### src/rtl/decode_stage.sv
// RV32I decode: regfile read addresses, immediate build and ID/EX capture; 1-cycle latency.
// ID/EX holds under ex_ready=0; load-use inserts one bubble; flush kills EX and the incoming word.
module decode_stage #(
    parameter int XLEN       = 32,
    parameter int REG_ADDR_W = 5
) (
    input  logic                  clk,
    input  logic                  rst_n,
    input  logic                  if_valid,
    input  logic [31:0]           if_instr,
    input  logic [XLEN-1:0]       if_pc,
    output logic                  id_ready,
    output logic [REG_ADDR_W-1:0] rf_read_addr1,
    output logic [REG_ADDR_W-1:0] rf_read_addr2,
    input  logic [XLEN-1:0]       rf_read_data1,
    input  logic [XLEN-1:0]       rf_read_data2,
    input  logic                  flush,
    input  logic                  ex_ready,
    output logic                  ex_valid,
    output logic [XLEN-1:0]       ex_pc,
    output logic [XLEN-1:0]       ex_rs1_data,
    output logic [XLEN-1:0]       ex_rs2_data,
    output logic [REG_ADDR_W-1:0] ex_rd,
    output logic [XLEN-1:0]       ex_imm,
    output logic [6:0]            ex_opcode,
    output logic [2:0]            ex_funct3,
    output logic [6:0]            ex_funct7,
    output logic                  ex_reg_write,
    output logic                  ex_is_load,
    output logic                  ex_illegal
);

    localparam logic [6:0] OP_LUI    = 7'b0110111;
    localparam logic [6:0] OP_AUIPC  = 7'b0010111;
    localparam logic [6:0] OP_JAL    = 7'b1101111;
    localparam logic [6:0] OP_JALR   = 7'b1100111;
    localparam logic [6:0] OP_BRANCH = 7'b1100011;
    localparam logic [6:0] OP_LOAD   = 7'b0000011;
    localparam logic [6:0] OP_STORE  = 7'b0100011;
    localparam logic [6:0] OP_IMM    = 7'b0010011;
    localparam logic [6:0] OP_REG    = 7'b0110011;
    localparam logic [6:0] OP_FENCE  = 7'b0001111;
    localparam logic [6:0] OP_SYSTEM = 7'b1110011;

    typedef struct packed {
        logic [XLEN-1:0]       pc;
        logic [XLEN-1:0]       rs1_data;
        logic [XLEN-1:0]       rs2_data;
        logic [REG_ADDR_W-1:0] rd;
        logic [XLEN-1:0]       imm;
        logic [6:0]            opcode;
        logic [2:0]            funct3;
        logic [6:0]            funct7;
        logic                  reg_write;
        logic                  is_load;
        logic                  illegal;
    } ex_t;

    logic [6:0]            opcode;
    logic [REG_ADDR_W-1:0] rs1;
    logic [REG_ADDR_W-1:0] rs2;
    logic [REG_ADDR_W-1:0] rd;
    logic [31:0]           imm32;
    logic                  uses_rs1;
    logic                  uses_rs2;
    logic                  legal;
    logic                  writes_rd;
    logic                  hazard;
    logic                  transfer;
    ex_t                   dec;
    ex_t                   ex_d, ex_q;
    logic                  ex_valid_d, ex_valid_q;

    assign opcode        = if_instr[6:0];
    assign rs1           = REG_ADDR_W'(if_instr[19:15]);
    assign rs2           = REG_ADDR_W'(if_instr[24:20]);
    assign rd            = REG_ADDR_W'(if_instr[11:7]);
    assign rf_read_addr1 = rs1;
    assign rf_read_addr2 = rs2;

    always_comb begin
        imm32     = '0;
        legal     = 1'b1;
        writes_rd = 1'b0;
        uses_rs2  = 1'b0;
        uses_rs1  = !(opcode == OP_LUI || opcode == OP_AUIPC || opcode == OP_JAL);
        unique case (opcode)
            OP_LUI, OP_AUIPC: begin
                imm32     = {if_instr[31:12], 12'h000};
                writes_rd = 1'b1;
            end
            OP_JAL: begin
                imm32     = {{11{if_instr[31]}}, if_instr[31], if_instr[19:12],
                             if_instr[20], if_instr[30:21], 1'b0};
                writes_rd = 1'b1;
            end
            OP_JALR, OP_LOAD, OP_IMM: begin
                imm32     = {{20{if_instr[31]}}, if_instr[31:20]};
                writes_rd = 1'b1;
            end
            OP_BRANCH: begin
                imm32    = {{19{if_instr[31]}}, if_instr[31], if_instr[7],
                            if_instr[30:25], if_instr[11:8], 1'b0};
                uses_rs2 = 1'b1;
            end
            OP_STORE: begin
                imm32    = {{20{if_instr[31]}}, if_instr[31:25], if_instr[11:7]};
                uses_rs2 = 1'b1;
            end
            OP_REG: begin
                writes_rd = 1'b1;
                uses_rs2  = 1'b1;
            end
            OP_FENCE, OP_SYSTEM: ;
            default: legal = 1'b0;
        endcase
    end

    // Only a load already in EX can stall: its data is not back in time for this read.
    assign hazard = ex_valid_q && ex_q.is_load && (ex_q.rd != '0) &&
                    ((uses_rs1 && rs1 == ex_q.rd) || (uses_rs2 && rs2 == ex_q.rd));
    assign id_ready = !flush && !hazard && (!ex_valid_q || ex_ready);
    assign transfer = if_valid && id_ready;

    always_comb begin
        dec           = '0;
        dec.pc        = if_pc;
        dec.rs1_data  = rf_read_data1;
        dec.rs2_data  = rf_read_data2;
        dec.rd        = rd;
        dec.imm       = XLEN'(signed'(imm32));
        dec.opcode    = opcode;
        dec.funct3    = if_instr[14:12];
        dec.funct7    = if_instr[31:25];
        dec.reg_write = legal && writes_rd && (rd != '0);
        dec.is_load   = (opcode == OP_LOAD);
        dec.illegal   = !legal;
    end

    always_comb begin
        ex_valid_d = ex_valid_q;
        ex_d       = ex_q;
        if (flush) begin
            ex_valid_d = 1'b0;
        end else if (ex_valid_q && !ex_ready) begin
            ex_valid_d = 1'b1;
        end else if (hazard) begin
            ex_valid_d = 1'b0;
        end else begin
            ex_valid_d = transfer;
            if (transfer) begin
                ex_d = dec;
            end
        end
    end

    always_ff @(posedge clk) begin
        if (!rst_n) begin
            ex_valid_q <= 1'b0;
            ex_q       <= '0;
        end else begin
            ex_valid_q <= ex_valid_d;
            ex_q       <= ex_d;
        end
    end

    assign ex_valid     = ex_valid_q;
    assign ex_pc        = ex_q.pc;
    assign ex_rs1_data  = ex_q.rs1_data;
    assign ex_rs2_data  = ex_q.rs2_data;
    assign ex_rd        = ex_q.rd;
    assign ex_imm       = ex_q.imm;
    assign ex_opcode    = ex_q.opcode;
    assign ex_funct3    = ex_q.funct3;
    assign ex_funct7    = ex_q.funct7;
    assign ex_reg_write = ex_q.reg_write;
    assign ex_is_load   = ex_q.is_load;
    assign ex_illegal   = ex_q.illegal;

endmodule
### config.mk
export PLATFORM = sky130hd
export DESIGN_NAME = decode_stage
export DESIGN_NICKNAME = d
export VERILOG_FILES = /design/src/rtl/decode_stage.sv
export SDC_FILE = /design/constraint.sdc
export NUM_CORES = 1
export LEC_CHECK = 0
export CORE_UTILIZATION = 30
export CTS_BUF_LIST = sky130_fd_sc_hd__clkbuf_2
export CTS_CLUSTER_SIZE = 8
export DETAILED_ROUTE_END_ITERATION = 16
export GPL_ROUTABILITY_DRIVEN = 0
export PLACE_DENSITY_LB_ADDON = 0.25
export SETUP_SLACK_MARGIN = 0.05
export SLEW_MARGIN = 25
export SYNTH_ARGS = -nofsm -noshare
export SYNTH_HDL_FRONTEND = slang
export SYNTH_SLANG_ARGS = --single-unit
### constraint.sdc
create_clock -name clk -period 2.7 [get_ports clk]
set_input_delay 0.675 -clock clk [delete_from_list [all_inputs] [get_ports clk]]
set_output_delay 0.675 -clock clk [all_outputs]
set_load 0.1 [all_outputs]
==> flow_metrics.tcl, run 1 <==
set metrics [dict create \
    max_slew_margin_pct 71.8 \
    synth-simple-area-share_pct 20.5 \
    irDropWorstVdd_mv 0.296 \
    drive_above_1_share_pct 23.4 \
    async_flop_share_pct 0 \
    hold_slack_ps 399 \
    synth.mux.area_fraction_pct 22.3 \
    powerDensity_nw_per_um2 523 \
    synthFlopType "dfxtp_1" \
    wl_per_cell_um 14.4 \
    power_leakage_uw 0.00455 \
    drt_wl_total_um 19700 \
    arrival_ps 2330 \
    ys_seq_area_share_pct 44.9 \
    syn_area_um2 6870 \
    drc 0 \
    core_area_um2 22200 \
    worst_slack_ps -307 \
    skew_ps 32.2 \
    die_x_um 153 \
    ys_types 38 \
    worstMarginPinSlew_ps 418 \
    nets 1207 \
    yosysWarnings 0 \
    num_io_pins 298 \
    cp_data_required_time_ps 2030 \
    synthAdderAreaFrac_pct 0 \
    clk_pin_slew_ps 290 \
    num_vias 6161 \
    first_pass_iters 6 \
    setup_viol 1 \
    min_period_over_period_pct 111 \
    num_rows 54 \
    viasPerCell 4.50 \
    period_minus_slack_ps 3010 \
    start_util_pct 31.0 \
    synth_nets 918 \
    synth_compound_area_share_pct 4.59 \
    synth-xor-area-share_pct 1.28 \
    crit_path_end_kind "primary output" \
    min-delay-path-class "in -> reg" \
    rsz0062_at_grt "yes" \
    antenna_left 0 \
    cts_tree "done" \
    cts_buffers 17 \
    ys_ff_latch 154 \
    grt_max_degree 85 \
    antenna_found_initial 1 \
    syn2layout_area_growth_pct 49.0 \
    critPathMaxFanout 2 \
    die-area_um2 23500 \
    synth_top_area_share_pct 44.9 \
    postSynthCellCount 785 \
    nFillCells 2166 \
    portBuffers 297 \
    status "complete, but fails checks" \
    grt_usage_pct 16.4 \
    yosys-top-cells-count "nand2_1 (299), dfxtp_1 (154), mux2i_1 (153)" \
    clockBufferDepth 2 \
    grt_pass1_vias 5817 \
    hold_violations 0 \
    slew_viol_final 0 \
    synth_top_area_cell "dfxtp_1" \
    yosysMostFrequentCell "nand2_1" \
    post-dp-hpwl_um 14200 \
    die_y_um 153 \
    root_buffer "clkbuf_2" \
    cts_hold_buf 0 \
    drv_cap 0 \
    final_util_pct 46.2 \
    failed_checks "negative setup slack" \
    grt_pass1_wl_um 30900 \
    htree_levels 4 \
    cts.sinks 154 \
    synthTopCellsByArea "dfxtp_1 (45%), mux2i_1 (22%), nand2_1 (16%), clkbuf_1 (2.2%), a22o_1 (1.9%)" \
    fmax_mhz 333 \
    synth-edff-count 0 \
    drt-initial-drc-count 260 \
    clk_latency_ps 690 \
    grt_overflow 0 \
    startpoint_type "flop" \
    critical_path_class "reg -> out" \
    synth_top_family_by_area "multiplexers" \
    syn_avg_cell_area_um2 8.75 \
]
area by class of cell:
| type | count | area, um^2 | area share (%) |
|---|---|---|---|
| clock buffers | 17 | 85.1 | 0.831 |
| well taps | 280 | 350 | 3.42 |
| repair buffers | 342 | 3140 | 30.7 |
| inverters | 13 | 48.8 | 0.477 |
| flip-flops and latches | 154 | 3090 | 30.2 |
| clock inverters | 15 | 153 | 1.49 |
| multi-input cells | 546 | 3360 | 32.8 |
| diodes | 1 | 2.50 | 0.0245 |
worst paths after layout:
kind | startpoint | endpoint | slack (ps) | cells past startpoint
worst max-delay path | ex_rd[0] | id_ready | -310 | 5
worst min-delay path | rst_n | ex_rs1_data[27] | 400 | 3
worst max register to register | ex_rd[0] | ex_rs1_data[28] | 310 | 8
worst min register to register | ex_rs1_data[10] | ex_rs1_data[10] | 470 | 2
registers in the layout, indices dropped and copies added (netlist names):
register      count
ex_imm           32
ex_pc            32
ex_rs1_data      32
ex_rs2_data      32
ex_funct7         7
ex_opcode         7
ex_rd             5
ex_funct3         3
ex_illegal        1
ex_is_load        1
ex_reg_write      1
ex_valid          1
critical path, cell delays in order (launching register included):
cell	delay (ps)
dfxtp_4	400
or4_4	510
o211ai_1	200
nand4b_1	170
and3_4	200
buf_12	170
layout by cell type (no fill, tap or decap), drive strengths merged, types with 3 or more instances in the layout:
cell / netlist / layout
xnor2: 5 / 5
buf: 31 / 210
mux2i: 153 / 153
nor2b: 3 / 3
dfxtp: 154 / 154
nand4b: 4 / 4
a22o: 15 / 15
or4: 3 / 3
clkbuf: 41 / 18
nand3: 8 / 8
clkdlybuf4s50: 0 / 131
nand2: 299 / 299
o21ai: 3 / 3
xor2: 5 / 5
inv: 13 / 21
nand4: 4 / 4
and2: 3 / 3
o211ai: 11 / 11
nor2: 6 / 6
clkinv: 0 / 4
a21oi: 3 / 3
where the power goes:
part           internal (uW)  switching (uW)
clock                    370             944
combinational            506            1100
sequential              2380            53.5
total                   3250            2100
kinds of logic after synthesis:
| kind of cell | count (synthesis) |
|---|---|
| mux | 153 |
| flops | 154 |
| xor+xnor | 10 |
| simple gates | 344 |
| buf+inv | 85 |
| compound gates | 39 |
metrics by stage:
step	worst slack, ps	setup TNS [ps]	area [um^2]	total power (uW)	cells
global route	-476	-476	10200	5600	1368
detailed placement	-292	-15830	9960	4080	1332
finish	-307	-307	10200	5350	1368
CTS	-411	-411	10200	5430	1366
global placement	-282	-13050	9960	4070	1332
floorplan	66.7	0	6880	3570	785
timing repair:
action,CTS,global route
setup endpoints to repair,1,1
buffers inserted,2,1
resized for setup,3,1
metal layers:
layer	wire length [um]	vias up	global-route usage, %	share of wire (%)
met2	9170	224	26.9	47
met1	8690	2765	20.5	44
met4	214	0	4.52	1.1
met3	1610	9	5.50	8.2
met5	0	-	0	0
li1	-	3163	-	-
Note: power is estimated with default switching activity, not from simulation.
==> run 2, diff against run 1 <==
--- a/config.mk
+++ b/config.mk
@@ -12,7 +12,6 @@
 export GPL_ROUTABILITY_DRIVEN = 0
 export PLACE_DENSITY_LB_ADDON = 0.25
 export SETUP_SLACK_MARGIN = 0.05
-export SLEW_MARGIN = 25
 export SYNTH_ARGS = -nofsm -noshare
 export SYNTH_HDL_FRONTEND = slang
 export SYNTH_SLANG_ARGS = --single-unit
==> constraint.sdc (replaced) <==
create_clock -name clk -period 3 [get_ports clk]
set_input_delay 0.9 -clock clk [delete_from_list [all_inputs] [get_ports clk]]
set_output_delay 0.9 -clock clk [all_outputs]
set_load 0.1 [all_outputs]
==> flow_metrics.tcl, run 2 (synthesized netlist as in run 1, its figures left out) <==
set metrics [dict create \
    min_period_over_period_pct 111 \
    antenna_left 0 \
    crit_cells 6 \
    failed_checks "negative setup slack" \
    num_rows 54 \
    worst_slack_ps -326 \
    nets 1219 \
    worstReg2RegStart "ex_rd[0]" \
    arrival_ps 2430 \
    layout_common_cells "nand2_1 (299), buf_4 (200), mux2i_1 (153), dfxtp_1 (150), clkdlybuf4s50_1 (130)" \
    num_vias 6292 \
    drc 0 \
    htree_levels 4 \
    critPathCapture "id_ready" \
    cts_buffers 17 \
    rsz0062_at_grt "yes" \
    first_pass_iters 4 \
    power_leakage_uw 0.00462 \
    clockBufferDepth 2 \
    wl_per_cell_um 14.5 \
    final_util_pct 46.8 \
    rrSetupSlack_ps 520 \
    viasPerCell 4.56 \
    status "complete, but fails checks" \
    drive_above_1_share_pct 23.9 \
    hold_violations 0 \
    core_area_um2 22200 \
    drt-initial-drc-count 193 \
    fmax_mhz 301 \
    die_y_um 153 \
    antenna_found_initial 1 \
    grt_max_degree 85 \
    cts_tree "done" \
    finalPower_uw 4880 \
    setup_tns_ps -326 \
    grt_pass1_vias 6201 \
    cp_data_required_time_ps 2100 \
    cp_slowest_cell "clkdlybuf4s50_1" \
    drt_wl_total_um 20000 \
    num_io_pins 298 \
    cts.sinks 154 \
    portBuffers 297 \
    cp_top_family "simple AND/OR/NAND/NOR gates" \
    clk_pin_slew_ps 220 \
    crit_chain "clkdlybuf4s50_1 > and4bb_2 > nand4_1 > or3_1 > and3_4 > buf_12" \
    worstHoldStart "ex_rs1_data[12]" \
    min-delay-path-class "reg -> reg" \
    die_x_um 153 \
    slowest_delay_ps 410 \
    startpoint "if_instr[3]" \
    hold_depth 2 \
    startpoint_type "input pin" \
    drv_cap 0 \
    worstMarginPinSlew_ps 415 \
    slew_viol_final 0 \
    reg2reg_depth 10 \
    die-area_um2 23500 \
    skew_ps 39.9 \
    grt_overflow 0 \
    nFillCells 2157 \
    dp_slack_ps -392 \
    critical_path_class "in -> out" \
    syn2layout_area_growth_pct 51.0 \
    irDropWorstVdd_mv 0.240 \
    cts_hold_buf 0 \
    critPathMaxFanout 2 \
    root_buffer "clkbuf_2" \
    post-dp-hpwl_um 14700 \
    powerDensity_nw_per_um2 471 \
    grt_usage_pct 17.2 \
    crit_path_end_kind "primary output" \
    clk_latency_ps 710 \
    final_common_cell "nand2_1" \
    crit_buf_inv 2 \
    seqCellArea_um2 3090 \
    grt_pass1_wl_um 32400 \
    setup_viol 1 \
    multi_input_area_um2 3360 \
    rr_endpoint "ex_rs2_data[17]" \
    max_slew_margin_pct 72.3 \
    period_minus_slack_ps 3330 \
    start_util_pct 31.0 \
]
[run 2: how the worst min path moves through the flow]
stage / slack [ps] / end
after floorplan: 700 / ex_rd[3]
after global placement: 440 / ex_rs2_data[26]
after detailed placement: 450 / ex_pc[15]
after CTS: 480 / ex_rs1_data[11]
after global routing: 490 / ex_pc[11]
final: 470 / ex_rs1_data[12]
[run 2: area by class of cell]
cell class                      count  area share (%)
Tap cell                          280            3.38
Inverter                           13           0.471
Timing Repair Buffer              354            31.5
Clock inverter                     14            1.54
Antenna cell                        1          0.0241
Sequential cell                   154            29.8
Multi-Input combinational cell    546            32.4
Clock buffer                       18           0.869
[run 2: where the power goes]
| part | switching, uW | internal, uW |
|---|---|---|
| Clock | 830 | 404 |
| Sequential | 49.4 | 2140 |
| Combinational | 992 | 467 |
[run 2: worst register-to-register path: stages (launching register included)]
cell and delay (ps):
dfxtp_4 390, or4_1 510, o211ai_1 220, nand4b_1 170
buf_4 120, buf_4 90, buf_4 90, and4_4 250
buf_12 160, buf_12 190, mux2i_1 220
[run 2: stage by stage]
stage          hold WS [ps]  instances  area (um^2)
6_report                473       1380        10400
5_1_grt                 491       1380        10400
4_1_cts                 475       1378        10400
3_5_place_dp            447       1341        10100
3_3_place_gp            442       1341        10100
2_1_floorplan           705        785         6880
[run 2: what timing repair did]
item | CTS | global route
setup endpoints to repair | 1 | 1
pin swaps | 2 | 1
gates cloned | 0 | 0
buffers inserted | 5 | 1
resized for setup | 3 | 0
[run 2: layer usage]
layer | up-vias | global-route usage (%) | wire length (um)
met5 | - | 0 | 0
met4 | 0 | 5.44 | 389
met3 | 25 | 6.04 | 1640
met2 | 212 | 28.0 | 9190
met1 | 2868 | 21.2 | 8820
li1 | 3187 | - | -
==> run 3, diff against run 2 <==
--- a/config.mk
+++ b/config.mk
@@ -5,6 +5,7 @@
 export SDC_FILE = /design/constraint.sdc
 export NUM_CORES = 1
 export LEC_CHECK = 0
+export CAP_MARGIN = 20
 export CORE_UTILIZATION = 30
 export CTS_BUF_LIST = sky130_fd_sc_hd__clkbuf_2
 export CTS_CLUSTER_SIZE = 8
==> results of run 3 <==
The final DEF is identical to that of run 2; final timing and power are the same.
